--- config.mk ---
export PLATFORM = sky130hd
export DESIGN_NAME = if_agc
export DESIGN_NICKNAME = d
export VERILOG_FILES = /design/src/rtl/sdr_pkg.sv /design/src/rtl/if_peak_detect.sv /design/src/rtl/if_agc.sv
export SDC_FILE = /design/constraint.sdc
export NUM_CORES = 1
export LEC_CHECK = 0
export CAP_MARGIN = 5
export CELL_PAD_IN_SITES_DETAIL_PLACEMENT = 1
export CELL_PAD_IN_SITES_GLOBAL_PLACEMENT = 2
export CORE_UTILIZATION = 31
export DETAILED_ROUTE_END_ITERATION = 8
export PLACE_DENSITY = 0.72
export SYNTH_ARGS = -nofsm -noshare
export SYNTH_HDL_FRONTEND = slang
export SYNTH_HIERARCHICAL = 1
export SYNTH_SLANG_ARGS = --single-unit
--- constraint.sdc ---
create_clock -name clk -period 3.1 [get_ports clk]
set_input_delay 0.775 -clock clk [delete_from_list [all_inputs] [get_ports clk]]
set_output_delay 0.775 -clock clk [all_outputs]
set_load 0.01 [all_outputs]
--- src/rtl/sdr_pkg.sv ---
// Shared types and defaults for the SDR receive-chain blocks.
// Holds the AGC state encoding, gain width and default thresholds.
package sdr_pkg;

  typedef enum logic [1:0] {
    IDLE    = 2'd0,
    MEASURE = 2'd1,
    HOLD    = 2'd2
  } agc_state_e;

  localparam int GAIN_W = 3;
  localparam int GAIN_MAX = 5;

  localparam int DEF_WINDOW_LOG2  = 10;
  localparam int DEF_HI_THRESH    = 96;
  localparam int DEF_LO_THRESH    = 24;
  localparam int DEF_HOLD_WINDOWS = 2;

  function automatic logic [GAIN_W-1:0] clamp_gain(input logic [GAIN_W-1:0] g,
                                                   input logic [GAIN_W-1:0] gmax);
    return (g > gmax) ? gmax : g;
  endfunction

endpackage

--- src/rtl/if_peak_detect.sv ---
// Magnitude, clip detection and windowed peak tracking for the IF AGC.
// The window counter wraps on its own at window end; clear forces a fresh window.
module if_peak_detect #(
  parameter int WINDOW_LOG2 = 10
) (
  input  logic                   clk,
  input  logic                   RSTb,
  input  logic                   clear,
  input  logic                   sample_valid,
  input  logic signed [7:0]      if_filt_out,
  output logic [6:0]             mag,
  output logic                   clip_sample,
  output logic [6:0]             peak_final,
  output logic                   win_end
);

  logic [WINDOW_LOG2-1:0] cnt_q, cnt_d;
  logic [6:0]             peak_q, peak_d;
  logic [7:0]             neg_x;

  // -128 has no positive 8-bit counterpart, so it saturates to 127
  always_comb begin
    neg_x = ~if_filt_out + 8'd1;
    if (if_filt_out == -8'sd128) begin
      mag = 7'd127;
    end else if (if_filt_out[7]) begin
      mag = neg_x[6:0];
    end else begin
      mag = if_filt_out[6:0];
    end
    clip_sample = (if_filt_out == 8'sd127) || (if_filt_out == -8'sd128);
  end

  always_comb begin
    peak_final = (mag > peak_q) ? mag : peak_q;
    win_end    = sample_valid && (cnt_q == '1);
  end

  always_comb begin
    cnt_d  = cnt_q;
    peak_d = peak_q;
    if (clear) begin
      cnt_d  = '0;
      peak_d = '0;
    end else if (sample_valid) begin
      cnt_d  = cnt_q + 1'b1;
      peak_d = win_end ? 7'd0 : peak_final;
    end
  end

  always_ff @(posedge clk or negedge RSTb) begin
    if (!RSTb) begin
      cnt_q  <= '0;
      peak_q <= '0;
    end else begin
      cnt_q  <= cnt_d;
      peak_q <= peak_d;
    end
  end

endmodule

--- src/rtl/if_agc.sv ---
// Automatic gain control for the 455 kHz IF filter: fast attack on overload,
// slow decay gated by a hold period, and a manual pass-through when disabled.
module if_agc #(
  parameter int WINDOW_LOG2  = sdr_pkg::DEF_WINDOW_LOG2,
  parameter int HI_THRESH    = sdr_pkg::DEF_HI_THRESH,
  parameter int LO_THRESH    = sdr_pkg::DEF_LO_THRESH,
  parameter int HOLD_WINDOWS = sdr_pkg::DEF_HOLD_WINDOWS,
  parameter int GAIN_MAX     = sdr_pkg::GAIN_MAX
) (
  input  logic                      clk,
  input  logic                      RSTb,
  input  logic                      sample_valid,
  input  logic signed [7:0]         if_filt_out,
  input  logic                      agc_enable,
  input  logic [sdr_pkg::GAIN_W-1:0] gain_manual,
  output logic [sdr_pkg::GAIN_W-1:0] gain_out,
  output logic                      gain_update,
  output logic                      clip,
  output logic [6:0]                peak_out
);

  import sdr_pkg::*;

  localparam int HOLD_W = (HOLD_WINDOWS < 2) ? 1 : $clog2(HOLD_WINDOWS + 1);
  localparam logic [HOLD_W-1:0] HOLD_LOAD = HOLD_W'(HOLD_WINDOWS);
  localparam logic [GAIN_W-1:0] GMAX      = GAIN_W'(GAIN_MAX);
  localparam logic [7:0]        HI_T      = 8'(HI_THRESH);
  localparam logic [7:0]        LO_T      = 8'(LO_THRESH);

  agc_state_e          state_q, state_d;
  logic [GAIN_W-1:0]   gain_q, gain_d;
  logic [HOLD_W-1:0]   hold_q, hold_d;
  logic [6:0]          peak_out_q, peak_out_d;
  logic                clip_q, clip_d;
  logic                gain_update_q, gain_update_d;

  logic                restart;
  logic                clear_win;
  logic [6:0]          mag;
  logic                clip_sample;
  logic [6:0]          peak_final;
  logic                win_end;

  assign clear_win = !agc_enable || (state_q == IDLE) || restart;

  if_peak_detect #(
    .WINDOW_LOG2(WINDOW_LOG2)
  ) u_peak (
    .clk         (clk),
    .RSTb        (RSTb),
    .clear       (clear_win),
    .sample_valid(sample_valid),
    .if_filt_out (if_filt_out),
    .mag         (mag),
    .clip_sample (clip_sample),
    .peak_final  (peak_final),
    .win_end     (win_end)
  );

  // A clip with gain above zero pre-empts any simultaneous window-end decision
  always_comb begin
    state_d    = state_q;
    gain_d     = gain_q;
    hold_d     = hold_q;
    peak_out_d = peak_out_q;
    clip_d     = 1'b0;
    restart    = 1'b0;

    if (!agc_enable) begin
      state_d = IDLE;
      gain_d  = clamp_gain(gain_manual, GMAX);
      hold_d  = '0;
    end else if (state_q == IDLE) begin
      state_d = MEASURE;
      hold_d  = '0;
    end else if (sample_valid) begin
      clip_d = clip_sample;
      if (win_end) begin
        peak_out_d = peak_final;
      end
      if (clip_sample && (gain_q != '0)) begin
        gain_d  = gain_q - 1'b1;
        hold_d  = HOLD_LOAD;
        state_d = HOLD;
        restart = 1'b1;
      end else if (win_end) begin
        if (({1'b0, peak_final} >= HI_T) && (gain_q != '0)) begin
          gain_d  = gain_q - 1'b1;
          hold_d  = HOLD_LOAD;
          state_d = HOLD;
        end else if (({1'b0, peak_final} < LO_T) && (state_q == MEASURE) &&
                     (gain_q < GMAX)) begin
          gain_d  = gain_q + 1'b1;
          hold_d  = HOLD_LOAD;
          state_d = HOLD;
        end else if (state_q == HOLD) begin
          if (hold_q <= HOLD_W'(1)) begin
            hold_d  = '0;
            state_d = MEASURE;
          end else begin
            hold_d = hold_q - 1'b1;
          end
        end
      end
    end

    gain_update_d = (gain_d != gain_q);
  end

  always_ff @(posedge clk or negedge RSTb) begin
    if (!RSTb) begin
      state_q       <= IDLE;
      gain_q        <= '0;
      hold_q        <= '0;
      peak_out_q    <= '0;
      clip_q        <= 1'b0;
      gain_update_q <= 1'b0;
    end else begin
      state_q       <= state_d;
      gain_q        <= gain_d;
      hold_q        <= hold_d;
      peak_out_q    <= peak_out_d;
      clip_q        <= clip_d;
      gain_update_q <= gain_update_d;
    end
  end

  assign gain_out    = gain_q;
  assign gain_update = gain_update_q;
  assign clip        = clip_q;
  assign peak_out    = peak_out_q;

endmodule

==> After elaboration in Yosys (flattened, before gate mapping) <==
Cells that the tools add are included.
{ "totals": {"reg_bits": 33, "latch_bits": 0, "ramBits": 0, "rom_bits": 0, "input_bits": 15, "output_inout_bits": 12, "elab_cells": 87, "memories": 0} }
{ "classes": {"addsub": 5, "multipliers": 0, "div": 0, "n_lt_le_gt_ge": 6, "n_eq_ne": 10, "shifts": 0, "mux": 41, "bitwise_logic": 2, "reduce_logical": 15} }
{ "ops": {"columns": ["op", "count"], "rows": [
  ["$mux W7", 6],
  ["$mux W2", 18],
  ["$mux W3", 8],
  ["$mux W10", 2],
  ["$eq A8 B8 Y1 const B", 2],
  ["$ne A6 B1 Y1 const B", 2],
  ["$add A10 B1 Y10 const B", 1],
  ["$eq A10 B10 Y1 const B", 1],
  ["$reduce_and A4 Y1", 2],
  ["$add A7 B1 Y7 const B", 1],
  ["$ge A7 B7 Y1 const B", 1],
  ["$gt A7 B7 Y1", 1],
  ["$lt A7 B5 Y1 const B", 1],
  ["$mux W1", 7],
  ["$not A7 Y7", 1],
  ["$logic_and A1 B1 Y1", 5],
  ["$ne A4 B1 Y1 const B", 1],
  ["$add A3 B1 Y3 const B", 1],
  ["$gt A3 B3 Y1 const B", 1],
  ["$logic_or A1 B1 Y1", 3],
  ["$lt A3 B3 Y1 const B", 1],
  ["$ne A3 B2 Y1 const B", 1],
  ["$ne A3 B3 Y1", 1],
  ["$reduce_and A3 Y1", 1],
  ["other kinds (10)", 10]
]} }

==> Logic depth before layout (Yosys ltp) <==
Gate-level depths: netlist of the first run.
{ "depth": {"ltp_word": 17, "depth_mapped": 19, "ltp_nobuf": 18} }

==> Cells and area by module <==
The synthesis of the first run kept the hierarchy.
{ "by_module_without_submodules": {"columns": ["mod", "n_inst", "cells_per_inst", "area_each_um2", "seq_area_each_um2"], "rows": [
  ["if_peak_detect", 1, 141, 1251.2, 425.4],
  ["if_agc", 1, 112, 1052.3, 400.4]
]} }

==> Least setup slack after synthesis of the first run <==
No wires, ideal clock.
{ "synth_path": {"path_kind": "input -> register", "startpoint": "input if_filt_out[1]", "endpoint": "register hold_q[0]", "t_arrival_ps": 4208, "required_time_ps": 2979, "path_slack_ps": -1229, "path_stages": 15, "path_cell_list": "inv_1 > ha_1 > or3b_1 > o311ai_0 > o21a_1 > ha_1 > a21oi_1 > o21ai_0 > or2_2 > clkbuf_1 > o21ai_0 > a21oi_1 > o21ai_0 > o21ai_0 > a22o_1"} }
{ "synth_via": {"elab_chain_cells": 16} }
{ "synth_lines": {"columns": ["item", "line", "rtl"], "rows": [
  ["start, declared", "if_agc.sv:13", "input logic signed [7:0] if_filt_out,"],
  ["$not A7 Y7", "if_peak_detect.sv:23", "neg_x = ~if_filt_out + 8'd1;"],
  ["$add A7 B1 Y7", "if_peak_detect.sv:23", null],
  ["$mux W7", "if_peak_detect.sv:26", "end else if (if_filt_out[7]) begin"],
  ["$mux W7 *", "if_peak_detect.sv:24", "if (if_filt_out == -8'sd128) begin"],
  ["via mag[6]", "if_agc.sv:39", "logic [6:0] mag;"],
  ["$gt A7 B7 Y1", "if_peak_detect.sv:35", "peak_final = (mag > peak_q) ? mag : peak_q;"],
  ["$mux W7 *", "if_peak_detect.sv:35", null],
  ["via peak_final[6]", "if_agc.sv:41", "logic [6:0] peak_final;"],
  ["$lt A7 B5 Y1", "if_agc.sv:91", "end else if (({1'b0, peak_final} < LO_T) && (state_q == MEASURE) &&"],
  ["$logic_and A1 B1 Y1 (2 in series)", "if_agc.sv:91", null],
  ["$mux W2", "if_agc.sv:91", null],
  ["$mux W2", "if_agc.sv:87", "if (({1'b0, peak_final} >= HI_T) && (gain_q != '0)) begin"],
  ["$mux W2", "if_agc.sv:86", "end else if (win_end) begin"],
  ["$mux W2", "if_agc.sv:81", "if (clip_sample && (gain_q != '0)) begin"],
  ["$mux W2", "if_agc.sv:76", "end else if (sample_valid) begin"],
  ["$mux W2", "if_agc.sv:73", "end else if (state_q == IDLE) begin"],
  ["$mux W2", "if_agc.sv:69", "if (!agc_enable) begin"],
  ["end signal, assigned", "if_agc.sv:121", "hold_q <= hold_d;"],
  ["end, declared", "if_agc.sv:32", "logic [HOLD_W-1:0] hold_q, hold_d;"]
]} }
Mark *: on every way through the listed nets, which the timed path passes. The rest lies on a longest branch. The select of a mux whose other input is x is not followed.
A chain may end at the register's enable or synchronous reset.

==> Worst setup path in the final report of the first run <==
{ "layout_path": {"startpoint": "input if_filt_out[0]", "endpoint": "register gain_update_q, in the netlist gain_update"} }
{ "layout_via": {"elab_chain_cells": 17} }
{ "layout_lines": {"columns": ["item", "line", "rtl"], "rows": [
  ["$not A7 Y7", "if_peak_detect.sv:23", null],
  ["$add A7 B1 Y7", "if_peak_detect.sv:23", null],
  ["$mux W7", "if_peak_detect.sv:26", null],
  ["$mux W7 *", "if_peak_detect.sv:24", null],
  ["via mag[5]", "if_agc.sv:39", null],
  ["$gt A7 B7 Y1 *", "if_peak_detect.sv:35", null],
  ["$mux W7 *", "if_peak_detect.sv:35", null],
  ["via peak_final[6]", "if_agc.sv:41", null],
  ["[5 not listed]", null, null],
  ["$mux W3 *", "if_agc.sv:86", null],
  ["$mux W3 *", "if_agc.sv:81", null],
  ["$mux W3 *", "if_agc.sv:76", null],
  ["$mux W3 *", "if_agc.sv:73", null],
  ["$mux W3 *", "if_agc.sv:69", null],
  ["via gain_d[1]", "if_agc.sv:31", "logic [GAIN_W-1:0] gain_q, gain_d;"],
  ["$ne A3 B3 Y1 *", "if_agc.sv:107", "gain_update_d = (gain_d != gain_q);"],
  ["via gain_update_d", "if_agc.sv:35", "logic gain_update_q, gain_update_d;"],
  ["end signal, assigned", "if_agc.sv:124", "gain_update_q <= gain_update_d;"],
  ["end, declared", "if_agc.sv:35", null]
]} }
Mark *: on every way through the listed nets, which the timed path passes. The rest lies on a longest branch.

==> results.py, run 1 <==
metrics = {
    "global_route": {
        "grt_max_degree": 34,
        "grt_pass1_wl_um": 11500,
        "first_global_vias": 2357,
        "grt-ovfl-total": 0,
        "grt_use_total_pct": 19.3,
        "grt_antenna_before_repair": 0,
        "grt_use_met2_pct": 34.6,
        "grt_use_met1_pct": 24.2,
        "top_usage_layer": "met2",
        "use_met3_pct": 2.26,
    },
    "detailed_routing": {
        "wl_um": 7120,
        "drtPass1Iterations": 4,
        "wire_per_inst_um": 16.1,
        "viasPerCell": 5.12,
        "dr_total_vias": 2270,
        "drc": 0,
        "postRouteAntennaNets": 0,
        "drt_iter0_markers": 42,
    },
    "finish": {
        "num-nets-final": 371,
        "finalNonFillerCells": 443,
        "area_delta_synth_final_pct": 55.9,
        "nFillCells": 853,
        "multi_input_area_um2": 1630,
        "ff_latch_area_um2": 826,
        "insertedDiodeCount": 0,
        "drive_gt1_share_pct": 41.3,
        "fin_util_pct": 49.8,
    },
    "power": {
        "pwr-share-clk_pct": 25.0,
        "switching_share_pct": 34.8,
        "ir_drop_mv": 0.195,
        "finalPower_mw": 1.77,
        "power_density_nw_per_um2": 492,
        "pwr-share-seq_pct": 30.5,
        "power.switching_uw": 614,
        "p_int_mw": 1.15,
        "p_leak_nw": 1.55,
        "power_frac_comb_pct": 44.6,
    },
    "setup_path": {
        "cp.required_ps": 3310,
        "cp_slowest_cell": "or3b_4",
        "end_kind": "register",
        "worstPathMaxFanout": 5,
        "crit_path_frequent_cell": "ha_4",
        "crit_chain": "buf_12, inv_12, ha_4, or3b_4, o211ai_1, a21oi_1, a31o_2, inv_2, ha_4, nand4_1, a21oi_2, or2_4, o21ai_4, buf_6, nand3_4, o32ai_4, nor2_1, a211oi_2, mux2i_1",
        "crit_type": "in -> reg",
        "arrival_ps": 4020,
        "critPathMaxStageDelay_ps": 400,
        "worst_setup_path_start_kind": "input pin",
    },
    "cts": {
        "cts_tree": "built",
        "clk_pin_slew_worst_paths_ps": 70,
        "insertion_delay_ps": 300,
        "cts_max_level": 2,
        "cts_root_buffer": "clkbuf_8",
        "cts_buffer_depth": 2,
        "cts.sinks": 33,
        "cts_buffers": 5,
    },
    "die": {
        "rows": 31,
        "coreArea_um2": 7210,
        "initial_core_util_pct": 31.9,
        "dieArea_um2": 7780,
        "die_w_um": 88.2,
        "die_h_um": 88.2,
        "io_pins": 27,
    },
    "logic_synthesis": {
        "ys.warnings.count": 6,
        "yosysTopAreaCell": "dfrtp_1",
        "ys.flop_type": "dfrtp_1",
        "synth_edf_count": 0,
        "ys_top_cells_by_area": "dfrtp_1, ha_1, mux2_2",
        "synth_seq_cells": 33,
        "yosysTopAreaCellShare_pct": 35.9,
        "synth_fp_nets": 281,
        "ys_async_sr_fraction_pct": 100,
        "netlist_instances": 253,
        "syn-mean-instance-area_um2": 9.10,
        "synth_area_um2": 2300,
        "synth_seq_area_share_pct": 35.9,
        "ys_types": 59,
    },
    "sta": {
        "slew_violations": 0,
        "finalWorstSetupSlack_ps": -701,
        "fin_crit_sh_pct": 123,
        "fmax_ghz": 0.263,
        "tightestPinTransition_ps": 565,
        "finalHoldViolations": 0,
        "min_period_ps": 3800,
        "finClkSkew_ps": 9.24,
        "rsz0062_at_grt": "true",
        "slew_headroom_pct": 61.9,
        "setup_violations": 21,
    },
    "placement": {
        "place.gp.congestion": 0.777,
        "placedCellCount": 420,
        "place_hpwl_um": 5170,
        "portBuffers": 26,
    },
    "run_status": {
        "outcome": "finished with violations",
        "violations": "setup timing",
    },
    "min_path": {
        "min_path_type": "reg -> reg",
    },
    "run": {
        "drv_cap": 0,
    },
}
## state kept, by name, summed over array words and instances, names as in the netlist
name / cells
gain_update: 1
state_q: 2
gain_out: 3
peak_out: 7
u_peak/peak_q: 7
u_peak/cnt_q: 10
hold_q: 2
clip: 1
## cell type report
cell class | instances | area share [%]
clock buffers | 6 | 2.30
clock inverters | 2 | 1.05
inverters | 19 | 2.68
multi-input cells | 193 | 45.3
flip-flops and latches | 33 | 23.0
well taps | 99 | 3.45
repair buffers | 91 | 22.3
## per-stage QoR
stage | setup TNS [ps] | hold WS [ps] | cell area, um^2 | setup WS (ps)
after floorplan | -5110 | 466 | 2440 | -720
after global placement | -26420 | 479 | 3160 | -1450
after global routing | -10750 | 537 | 3590 | -914
after CTS | -7440 | 510 | 3480 | -798
after detailed placement | -30030 | 493 | 3160 | -1530
final | -6790 | 506 | 3590 | -701
## worst max-delay path: cells and delay by family
| kind | cells | cell delay, ps |
|---|---|---|
| compound gates | 7 | 1390 |
| fa+ha+maj | 2 | 320 |
| buf+inv | 4 | 360 |
| mux | 1 | 210 |
| simple gates | 5 | 950 |
## cell families after synthesis
kind of cell               synth area share, %
muxes                                     6.74
xor gates and xnor gates                  4.56
buffers and inverters                     4.73
DFF                                       35.8
adders and majority gates                 7.06
AOI/OAI and AO/OA                         21.2
and+or+nand+nor                           19.9
## per-layer routing
layer,share of wire [%],wire length (um),vias to the layer above
li1,-,-,1109
met2,54,3810,29
met5,0,0,-
met3,1.4,103,7
met1,44,3120,1125
met4,1.2,87,0
## cells in the mapped netlist, types with 2 or more instances
cell,number
or3_1,2
o2bb2ai_1,2
ha_1,13
nor2b_1,4
mux2_2,12
xor2_1,8
clkbuf_1,4
a22o_2,5
o21ai_0,18
buf_2,3
or2_2,3
o31ai_1,2
nand4b_1,3
nand2_1,15
o21a_1,2
a21oi_1,17
mux2i_1,2
nor2_1,20
o211ai_1,2
nand3b_1,2
a32o_1,2
xnor2_1,4
nand3_1,12
a31oi_1,2
nand4_1,7
inv_1,19
nor3_1,4
dfrtp_1,33
## layout by cell type, fill, tap and decap left out, types with 3 or more instances in the layout
cell and n:
xnor2_1 4, buf_6 11, clkdlybuf4s50_1 22, nand3_2 3, o21ai_2 4, ha_1 10
buf_4 54, a21oi_1 8, nand3_1 8, mux2_4 5, nor2_1 19, ha_4 3
mux2_2 7, nand4_1 7, dfrtp_1 33, xor2_1 8, clkbuf_8 6, nor3_1 4
inv_1 16, o21ai_4 4, nand4b_1 3, a22o_2 4, a21oi_2 8, nor2b_1 4
nand2_1 13, o21ai_0 10
## power groups by stage
stage | registers, mW | clock network, mW | logic (mW)
3_5_place_dp | 0.541 | 0 | 0.633
6_report | 0.538 | 0.441 | 0.787
4_1_cts | 0.536 | 0.451 | 0.729
2_1_floorplan | 0.515 | 0 | 0.394
3_3_place_gp | 0.541 | 0 | 0.621
5_1_grt | 0.547 | 0.470 | 0.859
## path summary, 6_finish.rpt
| kind | cells past startpoint | slack [ps] | from | to |
|---|---|---|---|---|
| max | 19 | -700 | if_filt_out[0] | gain_update |
| min | 1 | 510 | peak_out[1] | peak_out[1] |
| max reg2reg | 13 | 390 | u_peak/peak_q[2] | gain_update |
| min reg2reg | 1 | 510 | peak_out[1] | peak_out[1] |
| max in group asynchronous | 2 | 1860 | RSTb | u_peak/peak_q[2] |
| min in group asynchronous | 2 | 900 | RSTb | u_peak/cnt_q[0] |
## what timing repair did
item,in CTS,in global routing
pin swaps,20,22
endpoints found under the setup margin,31,25
buffers inserted,12,7
gates resized for setup,41,24
hold buffers,0,0
(Power assumes the default switching activity.)
==> run 2: changes to the inputs <==
--- a/config.mk
+++ b/config.mk
@@ -9,6 +9,7 @@
 export CELL_PAD_IN_SITES_DETAIL_PLACEMENT = 1
 export CELL_PAD_IN_SITES_GLOBAL_PLACEMENT = 2
 export CORE_UTILIZATION = 31
+export CTS_CLUSTER_DIAMETER = 100
 export DETAILED_ROUTE_END_ITERATION = 8
 export PLACE_DENSITY = 0.72
 export SYNTH_ARGS = -nofsm -noshare
==> results of run 2 <==
No change in the layout: final DEF, timing and power equal those of run 1.
